--- config.mk ---
export PLATFORM = sky130hd
export DESIGN_NAME = approx_mul_err_sweep
export DESIGN_NICKNAME = d
export VERILOG_FILES = /design/src/rtl/approx_mul_pkg.sv /design/src/rtl/approx_mul_err_sweep_err_dist.sv /design/src/rtl/approx_mul_err_sweep.sv
export SDC_FILE = /design/constraint.sdc
export NUM_CORES = 1
export LEC_CHECK = 0
export BUFFER_PORTS_ARGS = -buffer_cell sky130_fd_sc_hd__buf_2
export CORE_UTILIZATION = 45
export DETAILED_ROUTE_END_ITERATION = 6
export PLACE_DENSITY = 0.7
export SYNTH_ARGS = -nofsm -noshare
export SYNTH_HDL_FRONTEND = slang
export SYNTH_SLANG_ARGS = --single-unit
--- constraint.sdc ---
create_clock -name clk -period 13.8 [get_ports clk]
set_clock_uncertainty 0.2 [all_clocks]
set_input_delay 2.76 -clock clk [delete_from_list [all_inputs] [get_ports clk]]
set_output_delay 2.76 -clock clk [all_outputs]
set_load 0.005 [all_outputs]
--- src/rtl/approx_mul_pkg.sv ---
`default_nettype none
// ============================================================================
// Module  : approx_mul_pkg
// Brief   : Shared widths and sweep-state encoding for the approximate
//           multiplier error-characterisation harness.
// Rev     : 1.0  initial release
// ============================================================================
package approx_mul_pkg;

  localparam int W     = 8;      // operand width
  localparam int PW    = 2 * W;  // product / error-distance width
  localparam int ACC_W = 4 * W;  // error-distance sum width (cannot overflow)

  typedef enum logic [1:0] {
    IDLE  = 2'd0,
    RUN   = 2'd1,
    DRAIN = 2'd2,
    DONE  = 2'd3
  } sweep_state_t;

endpackage
`default_nettype wire

--- src/rtl/approx_mul_err_sweep_err_dist.sv ---
`default_nettype none
// ============================================================================
// Module  : err_dist
// Brief   : Stage 1 of the sweep pipeline. Captures an operand pair and the
//           multiplier's product, then registers the absolute distance
//           between the exact product and the sampled one. The operands
//           travel alongside the distance so the worst pair can be recorded.
// Rev     : 1.0  initial release
// ============================================================================
module err_dist #(
  parameter int W = approx_mul_pkg::W
) (
  input  logic           clk,
  input  logic           rst,
  input  logic           in_valid,
  input  logic [W-1:0]   a,
  input  logic [W-1:0]   b,
  input  logic [2*W-1:0] prod,
  output logic           out_valid,
  output logic [2*W-1:0] ed,
  output logic [W-1:0]   ed_a,
  output logic [W-1:0]   ed_b
);

  localparam int c_pw = 2 * W;

  logic            r_cap_v;
  logic [W-1:0]    r_cap_a;
  logic [W-1:0]    r_cap_b;
  logic [c_pw-1:0] r_cap_p;

  logic            r_ed_v;
  logic [c_pw-1:0] r_ed;
  logic [W-1:0]    r_ed_a;
  logic [W-1:0]    r_ed_b;

  logic [c_pw-1:0] w_exact;
  logic [c_pw-1:0] w_ed;

  // Exact product of the captured pair and its unsigned distance to the sample
  always_comb begin
    w_exact = {{W{1'b0}}, r_cap_a} * {{W{1'b0}}, r_cap_b};
    w_ed    = (w_exact >= r_cap_p) ? (w_exact - r_cap_p) : (r_cap_p - w_exact);
  end

  // Capture the pair on sampling cycles, then register its error distance
  always_ff @(posedge clk) begin
    if (rst) begin
      r_cap_v <= 1'b0;
      r_cap_a <= '0;
      r_cap_b <= '0;
      r_cap_p <= '0;
      r_ed_v  <= 1'b0;
      r_ed    <= '0;
      r_ed_a  <= '0;
      r_ed_b  <= '0;
    end else begin
      r_cap_v <= in_valid;
      if (in_valid) begin
        r_cap_a <= a;
        r_cap_b <= b;
        r_cap_p <= prod;
      end
      r_ed_v <= r_cap_v;
      if (r_cap_v) begin
        r_ed   <= w_ed;
        r_ed_a <= r_cap_a;
        r_ed_b <= r_cap_b;
      end
    end
  end

  assign out_valid = r_ed_v;
  assign ed        = r_ed;
  assign ed_a      = r_ed_a;
  assign ed_b      = r_ed_b;

endmodule
`default_nettype wire

--- src/rtl/approx_mul_err_sweep.sv ---
`default_nettype none
// ============================================================================
// Module  : approx_mul_err_sweep
// Brief   : Exhaustive operand sweep around an external combinational
//           approximate multiplier. Drives every (a, b) pair, samples the
//           returned product and accumulates error count, error-distance sum,
//           and the first worst-case pair.
// Rev     : 1.0  initial release
// ============================================================================
module approx_mul_err_sweep
  import approx_mul_pkg::*;
#(
  parameter int W = approx_mul_pkg::W
) (
  input  logic           clk,
  input  logic           rst,
  input  logic           start,
  input  logic           en,
  output logic [W-1:0]   a,
  output logic [W-1:0]   b,
  input  logic [2*W-1:0] prod8,
  output logic           busy,
  output logic           done,
  output logic [2*W:0]   err_cnt,
  output logic [4*W-1:0] sum_ed,
  output logic [2*W-1:0] max_ed,
  output logic [W-1:0]   worst_a,
  output logic [W-1:0]   worst_b
);

  localparam int c_pw    = 2 * W;
  localparam int c_acc_w = 4 * W;
  localparam int c_cw    = 2 * W + 1;

  sweep_state_t     r_state;
  logic [c_pw-1:0]  r_idx;
  logic             r_busy;
  logic             r_done;
  logic             r_drain;

  logic [c_cw-1:0]  r_err_cnt;
  logic [c_acc_w-1:0] r_sum_ed;
  logic [c_pw-1:0]  r_max_ed;
  logic [W-1:0]     r_worst_a;
  logic [W-1:0]     r_worst_b;

  logic             w_accept;
  logic             w_take;
  logic             w_ed_v;
  logic [c_pw-1:0]  w_ed;
  logic [W-1:0]     w_ed_a;
  logic [W-1:0]     w_ed_b;

  // A new sweep may only begin once the previous one has fully retired
  assign w_accept = start && ((r_state == IDLE) || (r_state == DONE));
  // A sample is taken on every enabled RUN cycle
  assign w_take   = (r_state == RUN) && en;

  // The sweep index doubles as the operand register: b varies fastest
  assign a = r_idx[c_pw-1:W];
  assign b = r_idx[W-1:0];

  err_dist #(
    .W (W)
  ) u_err_dist (
    .clk       (clk),
    .rst       (rst),
    .in_valid  (w_take),
    .a         (a),
    .b         (b),
    .prod      (prod8),
    .out_valid (w_ed_v),
    .ed        (w_ed),
    .ed_a      (w_ed_a),
    .ed_b      (w_ed_b)
  );

  // Sweep sequencer: index advance, two-cycle drain and done pulse
  always_ff @(posedge clk) begin
    if (rst) begin
      r_state <= IDLE;
      r_idx   <= '0;
      r_busy  <= 1'b0;
      r_done  <= 1'b0;
      r_drain <= 1'b0;
    end else begin
      r_done <= 1'b0;
      case (r_state)
        IDLE, DONE: begin
          if (w_accept) begin
            r_state <= RUN;
            r_idx   <= '0;
            r_busy  <= 1'b1;
          end
        end
        RUN: begin
          if (en) begin
            r_idx <= r_idx + c_pw'(1);
            if (r_idx == {c_pw{1'b1}}) begin
              r_state <= DRAIN;
              r_drain <= 1'b0;
            end
          end
        end
        DRAIN: begin
          // Two drain cycles retire the last capture and its accumulation
          if (r_drain) begin
            r_state <= DONE;
            r_busy  <= 1'b0;
            r_done  <= 1'b1;
          end else begin
            r_drain <= 1'b1;
          end
        end
        default: begin
          r_state <= IDLE;
          r_busy  <= 1'b0;
        end
      endcase
    end
  end

  // Stage 2: fold each valid error distance into the running statistics
  always_ff @(posedge clk) begin
    if (rst || w_accept) begin
      r_err_cnt <= '0;
      r_sum_ed  <= '0;
      r_max_ed  <= '0;
      r_worst_a <= '0;
      r_worst_b <= '0;
    end else if (w_ed_v) begin
      r_sum_ed <= r_sum_ed + c_acc_w'(w_ed);
      if (w_ed != '0) begin
        r_err_cnt <= r_err_cnt + c_cw'(1);
      end
      // Strict comparison keeps the earliest pair on a tie
      if (w_ed > r_max_ed) begin
        r_max_ed  <= w_ed;
        r_worst_a <= w_ed_a;
        r_worst_b <= w_ed_b;
      end
    end
  end

  assign busy    = r_busy;
  assign done    = r_done;
  assign err_cnt = r_err_cnt;
  assign sum_ed  = r_sum_ed;
  assign max_ed  = r_max_ed;
  assign worst_a = r_worst_a;
  assign worst_b = r_worst_b;

endmodule
`default_nettype wire

Word level (Yosys, flattened, before mapping)

Cells that the tools add are included.

Equality and inequality tests: 8
Bitwise gates (word level): 1
Multiplexer cells: 16
$add $sub $neg: 5
Order comparisons: 2
Multiply operators: 1
Reductions and logical operators: 17

Operators with widths:

| operator                | count |
|---|---|
| $mux W16                | 3 |
| $add A32 B16 Y32        | 1 |
| $pmux W16 S2            | 1 |
| $sub A16 B16 Y16        | 2 |
| $add A17 B1 Y17 const B | 1 |
| $add A16 B1 Y16 const B | 1 |
| $eq A16 B16 Y1 const B  | 1 |
| $ge A16 B16 Y1          | 1 |
| $gt A16 B16 Y1          | 1 |
| $mul A8 B8 Y16          | 1 |
| $reduce_bool A16 Y1     | 1 |
| $reduce_and A3 Y1       | 3 |
| $mux W2                 | 4 |
| $ne A2 B2 Y1 const B    | 3 |
| $pmux W2 S3             | 1 |
| $reduce_bool A2 Y1      | 3 |
| $mux W1                 | 5 |
| $eq A2 B2 Y1 const B    | 2 |
| $pmux W1 S2             | 2 |
| $reduce_and A2 Y1       | 2 |
| $reduce_and A4 Y1       | 1 |
| $reduce_or A2 Y1        | 2 |
| $eq A2 B1 Y1 const B    | 1 |
| $logic_and A1 B1 Y1     | 2 |
| 4 further kinds         | 5 |

Logic and storage cells: 68
Input bits: 20
Bits in registers: 168
Output and inout bits: 99

Longest topological paths before layout

Gate-level depths: netlist of the first run.

Depth in word-level cells: 5
Gate-level depth with buffers: 29
Mapped depth without buffers: 25

Hierarchy

A second synthesis of the first run with hierarchy kept.

Cell total of the unflattened synthesis: 1330
Area, all modules: 11446.0 um^2

Modules (own cells, without submodules):

| module               | cells each | instances | sequential area each (um^2) | area each (um^2) |
|---|---|---|---|---|
| err_dist             | 680        | 1         | 1321.3                      | 5941.9 |
| approx_mul_err_sweep | 650        | 1         | 2042.0                      | 5504.0 |

Worst setup path after synthesis of the first run

Ideal clock, no wire load.

Path type: reg2reg
Start point: reg u_err_dist.r_cap_b[7]
End point: reg u_err_dist.r_ed[15] (netlist: u_err_dist.ed[15])
Buffers on the path: 3
Clock period less this slack: 6346 ps
Cell stages (with the launch flop): 27
Slack: 7454 ps
Data required time: 13462 ps
Library setup time: 138 ps
Data arrival time: 6008 ps
Cell sequence: dfxtp_1 clkbuf_1 nand2_1 fa_1 fa_1 inv_1 fa_1 inv_1 fa_1 inv_1 ha_1 nor2b_1 o211ai_1 nand2_1 a41oi_1 nor2b_1 xnor2_1 ha_1 buf_2 nand4_1 nor2_1 o2111ai_1 nand2_2 buf_6 mux2_2 a211oi_2 o221ai_1

Cells in the longest elaborated chain, start to end: 3
Elaborated cells on any way between the ends: 5
Classes of those cells: 2 x add/sub; 1 x mul; 1 x order compare; 1 x mux

Ends and longest elaborated chain:

| what                                               | RTL line                            | RTL |
|---|---|---|
| start: declaration                                 | approx_mul_err_sweep_err_dist.sv:29 | `logic [W-1:0] r_cap_b;` |
| start signal: assignment                           | approx_mul_err_sweep_err_dist.sv:51 | `r_cap_b <= '0;` |
| start signal: assignment                           | approx_mul_err_sweep_err_dist.sv:61 | `r_cap_b <= b;` |
| $mul A8 B8 Y16 *                                   | approx_mul_err_sweep_err_dist.sv:42 | `w_exact = {{W{1'b0}}, r_cap_a} * {{W{1'b0}}, r_cap_b};` |
| $sub A16 B16 Y16 or $ge A16 B16 Y1 (tied branches) | approx_mul_err_sweep_err_dist.sv:43 | `w_ed = (w_exact >= r_cap_p) ? (w_exact - r_cap_p) : (r_cap_p - w_exact);` |
| $mux W16 *                                         | approx_mul_err_sweep_err_dist.sv:43 |  |
| end signal: assignment                             | approx_mul_err_sweep_err_dist.sv:66 | `r_ed <= w_ed;` |
| end: declaration                                   | approx_mul_err_sweep_err_dist.sv:33 | `logic [c_pw-1:0] r_ed;` |

Every way passes the cells marked *; elsewhere a longest branch is shown, timed or not.
A chain may end at the register's enable or synchronous reset.

Final worst setup path of the first run

Start point: reg u_err_dist.r_cap_b[7]
End point: reg u_err_dist.r_ed[12] (netlist: u_err_dist.ed[12])

Same word-level chain as after synthesis.

==> results of run 1 <==
==> cells in the mapped netlist (all sizes together), types with 9 or more instances <==
master  count
dfxtp     168
nand2     145
nor2      133
inv       118
ha        104
a21oi     100
mux2i      73
and2       58
clkbuf     39
fa         39
xor2       37
xnor2      33
o21ai      26
a21o       23
nand3      23
nand4      19
a211oi     17
and3       17
buf        17
a31oi      11
nor2b      11
nand2b     10
nor3       10
or3         9
==> power groups by stage <==
stage          logic, W  clock network [W]  registers (W)
2_1_floorplan  0.000366                  0       0.000530
3_3_place_gp   0.000435                  0       0.000538
3_5_place_dp   0.000439                  0       0.000539
4_1_cts        0.000441           0.000492       0.000528
5_1_grt        0.000489           0.000512       0.000531
6_report       0.000443           0.000481       0.000528
==> critical path, cell delays in order (launching register included) <==
cell and delay [ns]:
dfxtp_1 0.53, nand2_1 0.13, fa_1 0.51, fa_1 0.56, inv_1 0.06, fa_1 0.52
inv_1 0.05, fa_1 0.52, inv_1 0.04, ha_1 0.33, nor2b_1 0.16, o211ai_1 0.16
nand2_1 0.10, a41oi_1 0.25, nor2b_1 0.27, xnor2_1 0.10, ha_1 0.46, nand4_1 0.17
nor2_1 0.28, o2111ai_1 0.24, nand2_2 0.51, or3_2 0.23, a31oi_1 0.10, or4_1 0.51
nand3_1 0.08
==> cell type report <==
cell class | count | share of cell area [%]
clock buffer | 17 | 3.39
timing repair buffer | 124 | 5.06
tap | 324 | 3.23
inverter | 118 | 3.53
multi-input combinational | 976 | 56.6
sequential | 168 | 26.8
clock inverter | 15 | 1.45
==> registers in the layout, summed over array words and instances (netlist names) <==
register              flops
u_err_dist.r_cap_p       16
r_state                   2
sum_ed                   32
worst_b                   8
r_drain                   1
r_idx                    16
max_ed                   16
u_err_dist.ed_a           8
u_err_dist.out_valid      1
worst_a                   8
busy                      1
u_err_dist.ed_b           8
u_err_dist.r_cap_a        8
u_err_dist.r_cap_v        1
err_cnt                  17
u_err_dist.r_cap_b        8
u_err_dist.ed            16
done                      1
==> metal layers <==
| layer | GRT usage (%) | wire, µm | vias to the layer above |
|---|---|---|---|
| met4 | 5.07 | 251 | 0 |
| met1 | 27.1 | 12300 | 4309 |
| li1 | - | - | 4628 |
| met5 | 0 | 0 | - |
| met2 | 34.8 | 11900 | 188 |
| met3 | 3.00 | 889 | 17 |
==> stage by stage <==
stage / cells / total power (W) / utilization [%]
3_5_place_dp: 1710 / 0.000978 / 49.2
6_report: 1742 / 0.00145 / 51.7
5_1_grt: 1742 / 0.00153 / 51.7
2_1_floorplan: 1318 / 0.000895 / -
4_1_cts: 1742 / 0.00146 / 51.7
3_3_place_gp: 1710 / 0.000973 / 49.2
==> cells by family after synthesis <==
| logic type | Yosys count | synth area share (%) |
|---|---|---|
| buffers and inverters | 174 | 6.26 |
| muxes | 76 | 6.89 |
| DFF | 168 | 30.1 |
| and+or+nand+nor | 458 | 19.3 |
| AOI/OAI and AO/OA | 229 | 13.3 |
| adders and majority gates | 143 | 18.7 |
| xor gates and xnor gates | 70 | 5.50 |
==> final timing paths <==
kind                                  to                   start  slack, ns  cells past startpoint
setup / recovery       u_err_dist.ed[12]   u_err_dist.r_cap_b[7]       6.65                     24
hold / removal    u_err_dist.r_cap_p[15]  u_err_dist.r_cap_p[15]       0.27                      2
setup reg to reg       u_err_dist.ed[12]   u_err_dist.r_cap_b[7]       6.65                     24
hold reg to reg   u_err_dist.r_cap_p[15]  u_err_dist.r_cap_p[15]       0.27                      2
==> results.toml, run 1 <==
[sta]
finalCriticalPeriod_ns = 7.15
holdWs_ns = 0.273
setup_viol = 0
fmax_mhz = 140
rsz0062_at_grt = "no"
max_slew.worst_pin.slew_ns = 1.18
final.setup.tns_ns = 0
drv_slew = 0
finalWorstSetupSlack_ns = 6.65
finalHoldViolCount = 0
slew_headroom_pct = 21.6
fin_crit_sh_pct = 51.8

[setup_path]
cp-end-kind = "flip-flop"
criticalPathCategory = "flip-flop to flip-flop"
crit_arrival_ns = 7.32
startpoint_type = "flip-flop"
path_max_fanout = 22
required_ns = 13.98

[global_route]
grt_pass1_wl_um = 42600
track_usage_pct = 20.4
antenna_found_initial = 0
grt_pass1_vias = 8691
grt.overflow.total = 0
grt_max_degree = 82

[clock_network]
cts.reportedPaths.clkPinSlew_ns = 0.07
cts_hold_buffers = 0
cts_resized = 0
cts_max_path_buffers = 2
cts_sinks = 168
cts_inserted_buffers = 17
post_cts_buffers = 0
htree_levels = 4
clock_latency_ns = 0.44
cts-root-buf = "clkbuf_16"
cts_tree = "yes"

[synth]
yosysUniqueCellTypes = 67
avgSynthCellArea_um2 = 8.46
ys_seq_elements = 168
synthArstFlopShare_pct = 0
yosysSeqAreaShare_pct = 30.1
syn_area_mm2 = 0.0112
synth_edf_count = 0
synth_top_area_cell = "dfxtp_1"
synthCells = 1318
dominantRegCellSynth = "dfxtp_1"
ys_top_cells_by_area = "dfxtp_1, ha_1, fa_1, mux2i_1, nand2_1"
yosysTopAreaCellShare_pct = 30.1
ys_warn_count = 0
synth.net_count = 1481

[power_and_ir_drop]
seq_power_share_pct = 36.4
p_leak_nw = 5.57
switching_share_pct = 36.7
p_comb_share_pct = 30.5
peakVddDrop_uv = 126
power.internal_w = 0.000919
p_switching_w = 0.000533
p_per_area_mw_per_mm2 = 116
p_clk_share_pct = 33.1

[route]
viasPerCell = 5.25
drt_pre_antenna_iters = 4
drc = 0
ant_nets = 0
drt_iter0_drc = 520
routedWlPerCell_um = 14.6
wl_um = 25400
vias = 9142

[cells_and_area]
drive_above_1_share_pct = 12.8
final_cell_mix = "dfxtp_1, nand2_1, nor2_1"
fin_nets = 1568
multi_input_area_mm2 = 0.00711
syn2layout_area_growth_pct = 12.6
seq_area_mm2 = 0.00336
antennaDiodeCount = 0
final_common_cell = "dfxtp_1"
fin_area_mm2 = 0.0126
fillers = 2297

[floorplan]
die_h_um = 159
die_x_um = 159
row_count = 57
start_util_pct = 45.9
core_mm2 = 0.0243
ios = 119
die-area_mm2 = 0.0254

[placement]
dpl_worst_slack_ns = 6.69
place_area_mm2 = 0.0120
gp_congestion = 0.915
place_hpwl_um = 19200
io_buffer_count = 118

[hold_path]
hold_class = "flip-flop to flip-flop"

[flow_run]
maxCapViolations = 0

[run_status]
status = "finished, final reports clean"
Power figures use the tool's default switching activity.
==> inputs of run 2 (changes only) <==
--- a/config.mk
+++ b/config.mk
@@ -5,10 +5,11 @@
 export SDC_FILE = /design/constraint.sdc
 export NUM_CORES = 1
 export LEC_CHECK = 0
+export ABC_AREA = 1
 export BUFFER_PORTS_ARGS = -buffer_cell sky130_fd_sc_hd__buf_2
 export CORE_UTILIZATION = 45
 export DETAILED_ROUTE_END_ITERATION = 6
-export PLACE_DENSITY = 0.7
+export PLACE_DENSITY = 0.69
 export SYNTH_ARGS = -nofsm -noshare
 export SYNTH_HDL_FRONTEND = slang
 export SYNTH_SLANG_ARGS = --single-unit
==> constraint.sdc (replaced) <==
create_clock -name clk -period 7.3 [get_ports clk]
set_clock_uncertainty 0.2 [all_clocks]
set_input_delay 1.46 -clock clk [delete_from_list [all_inputs] [get_ports clk]]
set_output_delay 1.46 -clock clk [all_outputs]
set_load 0.005 [all_outputs]
==> run 2 against run 1 <==
- synthesized cell count increased by 50%
- setup slack got worse by 5.6 ns
- sequential cell count unchanged
- via count is 34% higher
- critical endpoint is now u_err_dist.ed[7]
==> results.toml, run 2 <==
[cells_and_area]
syn2layout_area_growth_pct = 11.0
fin_nets = 2212
antennaDiodeCount = 0
seq_area_mm2 = 0.00336
fillers = 2856
multi_input_area_mm2 = 0.00784
largest_reg_flops = 32
drive_above_1_share_pct = 8.83
final_cell_mix = "nand2_1, inv_1, nor2_1"
final_common_cell = "nand2_1"

[global_route]
grt.overflow.total = 0
antenna_found_initial = 0
grt_pass1_vias = 11513
track_usage_pct = 23.2
grt_pass1_wl_um = 54800
grt_max_degree = 65

[floorplan]
die-area_mm2 = 0.0292
row_count = 61
die_h_um = 171
start_util_pct = 45.9
ios = 119
die_x_um = 171
core_mm2 = 0.0279

[sta]
slew_headroom_pct = 25.3
final.setup.tns_ns = 0
finalHoldViolCount = 0
finalCriticalPeriod_ns = 6.22
rsz0062_at_grt = "no"
fin_crit_sh_pct = 85.2
max_slew.worst_pin.slew_ns = 1.12
setup_viol = 0
holdWs_ns = 0.267
drv_slew = 0
fmax_mhz = 161

[synth]
synthMuxAreaShare_pct = 0
synth.most_common_cell = "nand2_1"
synthAdderAreaFrac_pct = 16.2
synthSimpleGateAreaFrac_pct = 30.5
netlist_top_cells_count = "nand2_1, inv_1, nor2_1"
synth_top_area_cell = "dfxtp_1"
ys_top_cells_by_area = "dfxtp_1, nand2_1, inv_1, ha_1, a21oi_1"
yosysTopAreaCellShare_pct = 26.2
avgSynthCellArea_um2 = 6.49
ys_seq_elements = 168
synth_edf_count = 0
synth-xor-area-share_pct = 2.46
synthCells = 1975
synth-compound-area-share_pct = 11.9
syn_area_mm2 = 0.0128
ys_warn_count = 0
synthArstFlopShare_pct = 0
yosysUniqueCellTypes = 42
dominantRegCellSynth = "dfxtp_1"
synth.net_count = 2138
synth_top_family_by_area = "simple AND/OR/NAND/NOR gates"
yosysSeqAreaShare_pct = 26.2

[setup_path]
cp-end-kind = "flip-flop"
cpMostUsedCell = "nand2_1"
criticalPathCategory = "flip-flop to flip-flop"
max_stage_delay_ns = 0.59
cp_top_family = "adder cells"
path_max_fanout = 15
cp_num_buf_inv = 5
critPathSlowestCell = "dfxtp_1"
required_ns = 7.46
startpoint_type = "flip-flop"
crit_arrival_ns = 6.37

[clock_network]
cts.reportedPaths.clkPinSlew_ns = 0.07
htree_levels = 4
cts_resized = 0
cts_tree = "yes"
cts_hold_buffers = 0
cts_inserted_buffers = 17
clock_latency_ns = 0.44
cts-root-buf = "clkbuf_16"
post_cts_buffers = 0
cts_max_path_buffers = 2
cts_sinks = 168

[flow_run]
maxCapViolations = 0

[placement]
place_hpwl_um = 26000
io_buffer_count = 118
gp_congestion = 0.940

[route]
ant_nets = 0
drc = 0
viasPerCell = 5.03
wl_um = 33300
drt_pre_antenna_iters = 6
drt_iter0_drc = 796
routedWlPerCell_um = 13.6
vias = 12283

[run_status]
status = "finished, final reports clean"

[power_and_ir_drop]
p_per_area_mw_per_mm2 = 307
p_leak_nw = 7.49
peakVddDrop_uv = 291

[hold_path]
hold_class = "flip-flop to flip-flop"
## run 2: cell count changes in the layout (fill, tap and decap cells not counted), moves of 12 or more
| cell | before | now |
|---|---|---|
| mux2i_1 | 73 | 0 |
| a211oi_1 | 15 | 1 |
| a21oi_1 | 99 | 179 |
| and3_1 | 16 | 0 |
| a21o_1 | 21 | 3 |
| o21ai_0 | 25 | 87 |
| nor2_1 | 133 | 199 |
| inv_1 | 118 | 349 |
| nand2_1 | 143 | 481 |
| xor2_1 | 37 | 25 |
| nand3_1 | 23 | 142 |
| nand3b_1 | 1 | 22 |
| and2_1 | 58 | 4 |
| xnor2_1 | 33 | 11 |
## run 2: per-layer routing
layer / vias to the layer above / wire length (µm) / track usage [%]
li1: 6355 / - / -
met1: 5605 / 15700 / 30.3
met2: 283 / 15500 / 39.9
met3: 40 / 1470 / 2.87
met4: 0 / 604 / 7.18
met5: - / 0 / 0
## run 2: power by group
part | switching, W | internal (W)
registers | 0.000117 | 0.00100
clock network | 0.000453 | 0.000492
logic | 0.00159 | 0.000715
total | 0.00216 | 0.00221
## run 2: cells by family (layout without fill, tap and decap cells)
logic type                 count (synthesis)  count (layout)
and+or+nand+nor                          916             916
buffers and inverters                    422             509
AOI/OAI and AO/OA                        290             290
DFF                                      168             168
adders and majority gates                143             143
xor gates and xnor gates                  36              36
## run 2: layout make-up
class / instances / area share, %
Clock inverter: 15 / 1.26
Inverter: 354 / 9.33
Timing Repair Buffer: 123 / 4.41
Clock buffer: 17 / 2.99
Tap cell: 378 / 3.32
Sequential cell: 168 / 23.6
Multi-Input combinational cell: 1385 / 55.1
## run 2: worst register-to-register path: stages, from the launching register on
cell	delay, ns
dfxtp_1	0.59
nand2_1	0.15
fa_1	0.51
fa_1	0.50
inv_1	0.06
fa_1	0.52
inv_1	0.05
fa_1	0.52
inv_1	0.04
ha_1	0.32
inv_1	0.08
nor3_1	0.18
a21oi_1	0.11
o21ai_0	0.41
nand3_1	0.20
nand3_1	0.11
nand2_1	0.06
ha_1	0.42
nand2_1	0.14
nor2_1	0.17
nand2_1	0.08
nand3_2	0.11
inv_2	0.10
nand2_4	0.18
nand2_1	0.07
nand2_1	0.06
nand2_1	0.04
a21oi_1	0.14
## run 2: final timing paths
kind                                    endpoint                   from  slack [ns]  cells past startpoint
worst min-delay path                        busy                   busy        0.27                      2
worst min register to register              busy                   busy        0.27                      2
worst max register to register  u_err_dist.ed[7]  u_err_dist.r_cap_a[4]        1.08                     27
worst max-delay path            u_err_dist.ed[7]  u_err_dist.r_cap_a[4]        1.08                     27
## run 2: stage by stage
| stage | power, W | worst slack (ns) | cells | cell area (µm²) | util (%) |
|---|---|---|---|---|---|
| after floorplan | 0.00297 | 1.66 | 1975 | 12800 | - |
| after global placement | 0.00339 | 1.27 | 2408 | 13600 | 48.8 |
| after detailed placement | 0.00341 | 1.09 | 2408 | 13600 | 48.8 |
| after CTS | 0.00436 | 1.05 | 2440 | 14200 | 51.0 |
| after global routing | 0.00475 | 0.628 | 2440 | 14200 | 51.0 |
| final | 0.00437 | 1.08 | 2440 | 14200 | 51.0 |
==> inputs of run 3 (changes only) <==
--- a/config.mk
+++ b/config.mk
@@ -5,11 +5,13 @@
 export SDC_FILE = /design/constraint.sdc
 export NUM_CORES = 1
 export LEC_CHECK = 0
-export ABC_AREA = 1
+export ABC_AREA = 0
 export BUFFER_PORTS_ARGS = -buffer_cell sky130_fd_sc_hd__buf_2
-export CORE_UTILIZATION = 45
+export CELL_PAD_IN_SITES_DETAIL_PLACEMENT = 0
+export CELL_PAD_IN_SITES_GLOBAL_PLACEMENT = 2
+export CORE_UTILIZATION = 36
 export DETAILED_ROUTE_END_ITERATION = 6
-export PLACE_DENSITY = 0.69
+export PLACE_DENSITY = 0.86
 export SYNTH_ARGS = -nofsm -noshare
 export SYNTH_HDL_FRONTEND = slang
 export SYNTH_SLANG_ARGS = --single-unit
==> run 3 against run 2 <==
- maximum frequency down 9.9%
- clock power down 4.6%
- global-route usage down 5.1 points
- largest cell class unchanged
- first-iteration DRC count down 49%
- register-to-register slack worse by 0.68 ns
- highest routed layer unchanged
- largest power group is now sequential cells
==> results.toml, run 3 (same netlist as run 1, synthesis figures left out) <==
[sta]
rsz0062_at_grt = "no"
finalHoldViolCount = 0
holdWs_ns = 0.270
max_slew.worst_pin.slew_ns = 1.13
slew_headroom_pct = 24.4
setup_viol = 0
fin_crit_sh_pct = 94.5
fmax_mhz = 145
drv_slew = 0
final.setup.tns_ns = 0
finalCriticalPeriod_ns = 6.90

[placement]
place_hpwl_um = 21600
io_buffer_count = 118
dp_cells = 1791
place_area_mm2 = 0.0121
gp_congestion = 0.846

[cells_and_area]
antennaDiodeCount = 0
fin_area_mm2 = 0.0127
multi_input_area_mm2 = 0.00713
seq_area_mm2 = 0.00336
final_cell_mix = "dfxtp_1, nand2_1, nor2_1"
final_common_cell = "dfxtp_1"
fin_cells = 1827
drive_above_1_share_pct = 13.7
fin_nets = 1582
syn2layout_area_growth_pct = 14.2
fillers = 3119
largest_reg_flops = 32

[floorplan]
die-area_mm2 = 0.0317
start_util_pct = 36.6
ios = 119
core_mm2 = 0.0305
die_x_um = 178
row_count = 64
die_h_um = 178

[global_route]
grt_pass1_vias = 8727
grt_max_degree = 71
grt_pass1_wl_um = 45600
grt.overflow.total = 0
track_usage_pct = 18.2
antenna_found_initial = 0

[setup_path]
required_ns = 7.44
r2r_start = "u_err_dist.r_cap_b[6]"
cp-end-kind = "flip-flop"
crit_path_start = "u_err_dist.r_cap_b[6]"
crit_arrival_ns = 7.04
path_max_fanout = 10
startpoint_type = "flip-flop"
r2r_setup_slack_ns = 0.40
criticalPathCategory = "flip-flop to flip-flop"

[flow_run]
maxCapViolations = 0

[route]
ant_nets = 0
vias = 9197
wl_um = 28300
drt_pre_antenna_iters = 5
viasPerCell = 5.03
routedWlPerCell_um = 15.5
drt_iter0_drc = 404
drc = 0

[clock_network]
cts_tree = "yes"
htree_levels = 4
cts.reportedPaths.clkPinSlew_ns = 0.07
cts_sinks = 168
cts_inserted_buffers = 17
cts_max_path_buffers = 2
clock_latency_ns = 0.44
cts-root-buf = "clkbuf_16"

[hold_path]
hold_path_startpoint = "u_err_dist.r_cap_p[15]"
hold_class = "flip-flop to flip-flop"

[power_and_ir_drop]
power_w = 0.00281
peakVddDrop_uv = 168
p_per_area_mw_per_mm2 = 220
p_leak_nw = 5.63

[run_status]
status = "finished, final reports clean"
[run 3: layout make-up]
cell class,count,area share [%]
tap,396,3.89
clock buffer,18,3.45
multi-input combinational,977,55.9
timing repair buffer,137,5.76
sequential,168,26.4
inverter,118,3.48
clock inverter,13,1.09
[run 3: worst max-delay path, stage by stage, from the launching register on]
cell and delay [ns]:
dfxtp_1 0.49, nand2_1 0.13, fa_1 0.51, fa_1 0.54
inv_1 0.06, fa_1 0.53, inv_1 0.06, fa_1 0.54
inv_1 0.04, ha_1 0.34, nor2b_1 0.16, o211ai_1 0.18
nand2_1 0.09, a41oi_1 0.26, nor2b_1 0.27, xnor2_1 0.15
ha_1 0.34, nand4_1 0.16, nor2_1 0.11, a221oi_4 0.42
nand2_2 0.22, buf_4 0.20, a2111oi_0 0.33, a31oi_1 0.09
xnor2_1 0.14, a211oi_1 0.22
[run 3: power breakdown]
group	total, W	switching (W)	leakage, nW	internal (W)
Sequential	0.00100	0.0000516	1.36	0.000952
Clock	0.000901	0.000413	0.284	0.000488
Combinational	0.000903	0.000538	3.99	0.000365
[run 3: routing by layer]
metal	share of wire [%]	wire length, µm	vias up	track usage (%)
met5	0	0	-	0
li1	-	-	4662	-
met1	50	14000	4343	25.1
met2	45	12800	167	29.2
met4	1.3	378	0	4.95
met3	4.0	1120	25	2.79
[run 3: worst paths after layout]
path,endpoint,cells past startpoint
setup reg to reg,u_err_dist.ed[13],25
setup / recovery,u_err_dist.ed[13],25
hold reg to reg,u_err_dist.r_cap_p[15],2
hold / removal,u_err_dist.r_cap_p[15],2
[run 3: stage by stage]
stage               setup WS [ns]  utilization, %
finish                      0.401            41.8
floorplan                   0.954               -
global placement            0.452            39.7
global route               0.0159            41.8
CTS                         0.211            41.6
detailed placement          0.224            39.7
[run 3: what timing repair did]
| item | CTS | global route |
|---|---|---|
| hold buffers | 0 | 0 |
| resized for setup | 0 | 2 |
| endpoints found under the hold margin | 0 | 0 |
| endpoints found under the setup margin | 0 | 12 |
| setup buffers | 0 | 4 |
